<file path="config.mk">
export PLATFORM = sky130hd
export DESIGN_NAME = collision_scanner
export DESIGN_NICKNAME = d
export VERILOG_FILES = /design/src/rtl/collision_scanner.sv
export SDC_FILE = /design/constraint.sdc
export NUM_CORES = 1
export LEC_CHECK = 0
export ABC_AREA = 1
export BUFFER_PORTS_ARGS = -buffer_cell sky130_fd_sc_hd__buf_2
export CELL_PAD_IN_SITES_DETAIL_PLACEMENT = 2
export CELL_PAD_IN_SITES_GLOBAL_PLACEMENT = 2
export CORE_AREA = 3 3 154 156
export CTS_BUF_LIST = sky130_fd_sc_hd__clkbuf_16
export DETAILED_ROUTE_END_ITERATION = 12
export DIE_AREA = 0 0 157 159
export HOLD_SLACK_MARGIN = 0.15
export MAX_ROUTING_LAYER = met4
export PLACE_DENSITY_LB_ADDON = 0.05
export SYNTH_ARGS = -nofsm -noshare
export SYNTH_HDL_FRONTEND = slang
export SYNTH_SLANG_ARGS = --single-unit
</file>
<file path="constraint.sdc">
create_clock -name clk -period 3.6 [get_ports clk]
set_input_delay 0.54 -clock clk [delete_from_list [all_inputs] [get_ports clk]]
set_output_delay 0.54 -clock clk [all_outputs]
set_load 0.02 [all_outputs]
</file>
<file path="src/rtl/collision_scanner.sv">
// Per-frame collision engine: walks a synchronous-read tile table and ORs
// per-side contact tests of the player box against every enabled tile.
module collision_scanner #(
  parameter int N_TILES = 32,
  parameter int XW      = 10,
  parameter int YW      = 9,
  parameter int PW      = 47,
  parameter int PH      = 41,
  parameter int TW      = 25,
  parameter int TH      = 24,
  parameter int HIN     = 10,
  parameter int VIN     = 5,
  parameter int TOL     = 3,
  localparam int AW     = (N_TILES > 1) ? $clog2(N_TILES) : 1
) (
  input  logic          clk,
  input  logic          rst,
  input  logic          start,
  input  logic [XW-1:0] x_blue,
  input  logic [YW-1:0] y_blue,
  output logic [AW-1:0] tile_addr,
  input  logic [XW-1:0] tile_x,
  input  logic [YW-1:0] tile_y,
  input  logic          tile_en,
  output logic          busy,
  output logic          done,
  output logic [3:0]    is_Collision,
  output logic          down_valid,
  output logic [AW-1:0] down_idx,
  output logic [YW-1:0] down_y
);

  typedef enum logic [1:0] {IDLE, SCAN, DONE} state_t;
  typedef logic [XW:0] xs_t;
  typedef logic [YW:0] ys_t;

  localparam logic [AW-1:0] LAST = AW'(N_TILES - 1);

  state_t        state, state_nxt;
  logic [XW-1:0] px;
  logic [YW-1:0] py;
  logic          data_valid;
  logic [AW-1:0] eval_idx;
  logic          accept, fold, last;

  logic [3:0]    acc, acc_nxt;
  logic          acc_dv, acc_dv_nxt;
  logic [AW-1:0] acc_di, acc_di_nxt;
  logic [YW-1:0] acc_dy, acc_dy_nxt;

  function automatic xs_t sub_x(input xs_t a, input xs_t b);
    return (a >= b) ? a - b : '0;
  endfunction

  function automatic ys_t sub_y(input ys_t a, input ys_t b);
    return (a >= b) ? a - b : '0;
  endfunction

  // One bit wider than the coordinates so edge sums never wrap.
  xs_t px_e, tx_e, p_r, t_r;
  ys_t py_e, ty_e, p_b, t_b;
  logic x_ok, y_ok;
  logic [3:0] hit;

  assign px_e = xs_t'(px);
  assign tx_e = xs_t'(tile_x);
  assign py_e = ys_t'(py);
  assign ty_e = ys_t'(tile_y);
  assign p_r  = px_e + xs_t'(PW);
  assign t_r  = tx_e + xs_t'(TW);
  assign p_b  = py_e + ys_t'(PH);
  assign t_b  = ty_e + ys_t'(TH);

  assign x_ok = (sub_x(p_r, xs_t'(HIN)) >= tx_e) && (px_e + xs_t'(HIN) <= t_r);
  assign y_ok = (sub_y(p_b, ys_t'(VIN)) >= ty_e) && (py_e <= sub_y(t_b, ys_t'(1)));

  assign hit[0] = x_ok && (ty_e <= p_b) && (p_b <= ty_e + ys_t'(TOL));
  assign hit[1] = x_ok && (sub_y(t_b, ys_t'(TOL)) <= py_e) && (py_e <= t_b);
  assign hit[2] = y_ok && (tx_e <= p_r) && (p_r <= tx_e + xs_t'(TOL));
  assign hit[3] = y_ok && (sub_x(t_r, xs_t'(TOL)) <= px_e) && (px_e <= t_r);

  assign accept = start && (state != SCAN);
  assign fold   = (state == SCAN) && data_valid;
  assign last   = fold && (eval_idx == LAST);
  assign busy   = (state == SCAN);
  assign done   = (state == DONE);

  always_comb begin
    state_nxt = state;
    unique case (state)
      IDLE:    if (start) state_nxt = SCAN;
      SCAN:    if (last) state_nxt = DONE;
      DONE:    state_nxt = start ? SCAN : IDLE;
      default: state_nxt = IDLE;
    endcase
  end

  // NOTE: every variable gets a default first so no path leaves it unassigned (no latch).
  always_comb begin
    acc_nxt    = acc;
    acc_dv_nxt = acc_dv;
    acc_di_nxt = acc_di;
    acc_dy_nxt = acc_dy;
    if (fold && tile_en) begin
      acc_nxt = acc | hit;
      if (hit[0] && !acc_dv) begin
        acc_dv_nxt = 1'b1;
        acc_di_nxt = eval_idx;
        acc_dy_nxt = tile_y;
      end
    end
  end

  always_ff @(posedge clk or posedge rst) begin
    if (rst) state <= IDLE;
    else     state <= state_nxt;
  end

  // NOTE: sequential state uses non-blocking assignments so all registers update together.
  always_ff @(posedge clk or posedge rst) begin
    if (rst) begin
      px           <= '0;
      py           <= '0;
      tile_addr    <= '0;
      eval_idx     <= '0;
      data_valid   <= 1'b0;
      acc          <= '0;
      acc_dv       <= 1'b0;
      acc_di       <= '0;
      acc_dy       <= '0;
      is_Collision <= '0;
      down_valid   <= 1'b0;
      down_idx     <= '0;
      down_y       <= '0;
    end else if (accept) begin
      px         <= x_blue;
      py         <= y_blue;
      tile_addr  <= '0;
      eval_idx   <= '0;
      data_valid <= 1'b0;
      acc        <= '0;
      acc_dv     <= 1'b0;
      acc_di     <= '0;
      acc_dy     <= '0;
    end else if (state == SCAN) begin
      if (tile_addr != LAST) tile_addr <= tile_addr + AW'(1);
      eval_idx   <= tile_addr;
      data_valid <= 1'b1;
      acc        <= acc_nxt;
      acc_dv     <= acc_dv_nxt;
      acc_di     <= acc_di_nxt;
      acc_dy     <= acc_dy_nxt;
      if (last) begin
        is_Collision <= acc_nxt;
        down_valid   <= acc_dv_nxt;
        down_idx     <= acc_di_nxt;
        down_y       <= acc_dy_nxt;
      end
    end
  end

endmodule

</file>
==> impl_metrics.csv <==
group,metric,value,unit
critical_path,worst_ep_arrival_time,3.70,ns
sta,finalCriticalPeriod,3.41,ns
placed_design,place_hpwl,23200,um
clock_tree,clock_latency,0.36,ns
layout,nNetsFinal,1412,
critical_path,crit_top_cell,"nand2_1",
power,p_seq_frac,0.183,
layout,stdcell_area,9350,um2
logic_synthesis,synth_cell_type_count,48,
logic_synthesis,async_reset_ff_frac,1.00,
logic_synthesis,synth_most_common_cell,"nand2_1",
critical_path,crit_path_start,"tile_x[0]",
sta,finClkSkew,0.0175,ns
floorplan,rows,55,
sta,slew_viol_final,0,
grt,grt_pass1_wl,46400,um
logic_synthesis,synth_area_leaders,"dfrtp_1, ha_1, nand2_1, inv_1, xor2_1",
drt,drcViolationCount,0,
hold_path,hp-class,"input port to asynchronous set/reset pin",
layout,n_antenna_cell,0,
layout,area_growth,18.8,%
drt,drtIter0Drc,217,
sta,setup_ws,0.195,ns
grt,grt_pass1_vias,8653,
critical_path,path_buf_inv,3,
logic_synthesis,synth_top_area_cell,"dfrtp_1",
clock_tree,cts_tree,"built",
logic_synthesis,synth_edf_count,0,
power,switching_power,4.28,mW
critical_path,startpoint_type,"input port",
layout,drive_above_1_share,0.182,
critical_path,critPathCaptureType,"flop",
power,clkPwrFrac,0.116,
power,powerDensity,857,nW/um2
critical_path,critical_path.slowest_cell,"ha_2",
logic_synthesis,yosys_warnings,0,
job,drv_cap,0,
critical_path,critPathMaxFanout,6,
critical_path,crit_family,"simple AND/OR/NAND/NOR gates",
power,switching_share,0.535,
clock_tree,clk_path_buf_depth,2,
grt,antenna_found_initial,0,
clock_tree,cts_buffers,9,
clock_tree,clock_sinks,70,
power,internal_power,3.73,mW
drt,ant_nets,0,
sta,slew_headroom,0.456,
floorplan,die_h,159,um
sta,fmax,0.294,GHz
clock_tree,htree_levels,3,
drt,routed_wl,28400,um
placed_design,globalplace.congestion,0.858,
drt,routedWlPerCell,18.6,um
power,finalPower,8.01,mW
critical_path,rr_startpoint,"px[1]",
logic_synthesis,synth_area,7870,um2
floorplan,die_width,157,um
power,power_leakage,5.07,nW
power,vdd_drop_max,0.000268,V
floorplan,io_pins,68,
sta,tightest_slew,0.816,ns
logic_synthesis,ys_top_cells_by_count,"nand2_1, inv_1, ha_1, nor2_1, dfrtp_1",
sta,fin_setup_tns,0,ns
logic_synthesis,synth_ff_type,"dfrtp_1",
clock_tree,clk_pin_slew,0.07,ns
critical_path,crit_chain,"buf_2, clkinvlp_4, ha_2, inv_1, nor2_1, nor2_2, nand3_1, nand3b_1, nor2_1, nand2_1, xor2_1, ha_1, and3_1, nand4_1, a21oi_2, nand3_1, o21bai_1, nand2_1, nand2_1",
sta,holdWs,0.302,ns
logic_synthesis,synth-seq-area-share,0.222,
grt,gr-total-overflow,0,
floorplan,dieArea,25000,um2
placed_design,dpl_worst_slack,-0.258,ns
sta,hold_viol_final,0,
drt,dr.pass1.iters,4,
critical_path,slowest_delay,0.34,ns
floorplan,coreArea,22500,um2
logic_synthesis,synth_fp_nets,1284,
logic_synthesis,synthCells,1110,
logic_synthesis,synth_area_per_cell,7.09,um2
floorplan,floorplan.initialDensity,0.350,
grt,grt_max_degree,54,
sta,setup_viol,0,
placed_design,place_area,8950,um2
critical_path,required,3.89,ns
clock_tree,cts_root_buf,"clkbuf_16",
outcome,outcome,"complete, no violations",
clock_tree,postCtsHoldBufs,0,
sta,min_period_over_period,0.946,
placed_design,portBuffers,67,
critical_path,path_class,"input port to flop",
power,comb_power_share,0.701,
logic_synthesis,synth_top_area_frac,0.222,
drt,via_per_inst,5.14,
grt,grt_util_all_layers,0.241,
drt,vias,7859,
logic_synthesis,ys_ff_latch,70,
-- final timing paths --
path	end	slack (ns)	cells after the start
max	is_Collision[3]	0.19	19
min	eval_idx[2]	0.30	2
max reg2reg	down_idx[1]	0.27	23
min reg2reg	down_y[0]	0.48	2
max in group asynchronous	py[1]	2.50	3
min in group clk	data_valid	0.40	2
-- per-stage QoR --
stage,util,instances
global placement,0.398,1505
finish,0.416,1528
CTS,0.411,1521
global route,0.416,1528
floorplan,-,1110
detailed placement,0.398,1505
-- area by class of cell --
cell class | count | area (um2)
fill | 2786 | 13200
timing repair buffer | 138 | 893
clock buffer | 9 | 225
sequential | 70 | 1750
clock inverter | 7 | 63.8
multi-input combinational | 849 | 5410
inverter | 170 | 646
tap | 285 | 357
-- placed cells by master (no fill, tap or decap), drive strengths merged --
cell      count
inv         170
nand4        38
o211ai        4
and2          4
nand2       293
nor3         11
o2111ai       1
o21ai        54
or2           4
o21bai        5
nor4          6
and3          1
dfrtp        70
xnor2         9
buf         138
a21o          3
nand3        69
xor2         50
o31ai         1
a21oi        57
nor2         95
o22ai         6
ha          132
o21a          1
a21boi        1
nand3b        2
clkinv        4
clkbuf        9
a31oi         1
clkinvlp      3
a211oi        1
-- state kept, by name (all words and copies together), names as in the netlist --
register	flops
down_valid	1
down_idx	5
data_valid	1
is_Collision	4
down_y	9
acc_dy	9
eval_idx	5
px	10
acc_di	5
state	2
tile_addr	5
acc_dv	1
acc	4
py	9
-- routing by layer --
metal / track usage / share of wire
met1: 0.286 / 0.44
met2: 0.434 / 0.53
met3: 0.0209 / 0.015
met4: 0.0613 / 0.017
met5: - / 0
-- worst reg2reg max path, stage by stage, from the launching register on --
cell	delay, ns
dfrtp_1	0.39
inv_1	0.09
buf_4	0.14
ha_1	0.19
nand2_1	0.09
nand2_1	0.08
nand2_2	0.07
nand2_1	0.10
nand4_1	0.15
xor2_1	0.18
ha_1	0.31
nand2_1	0.10
inv_1	0.04
a21oi_1	0.16
nand2_1	0.08
nand2_1	0.06
nand3_1	0.14
a21boi_4	0.24
nand2_4	0.08
nand4_4	0.10
buf_4	0.17
nand2_1	0.08
nand3_1	0.10
nand2_1	0.07
-- what timing repair did --
item | CTS | global route
setup buffers | 0 | 7
endpoints found under the setup margin | 0 | 38
resized for setup | 0 | 17
-- logic make-up (layout without fill, tap and decap cells) --
logic type	after synthesis	after routing	share of synthesized area
AOI/OAI and AO/OA	135	135	0.0963
buffers and inverters	191	324	0.0965
DFF	70	70	0.222
and+or+nand+nor	523	523	0.305
adders and majority gates	132	132	0.210
xor gates and xnor gates	59	59	0.0699
-- power groups by stage --
stage          clock, mW  sequential (mW)  combinational, mW
2_1_floorplan          0             1.52               3.56
3_3_place_gp           0             1.47               5.30
3_5_place_dp           0             1.48               5.53
4_1_cts            0.954             1.47               5.58
5_1_grt            0.983             1.52               6.43
6_report           0.929             1.47               5.62
Note: power is estimated with default switching activity, not from simulation.
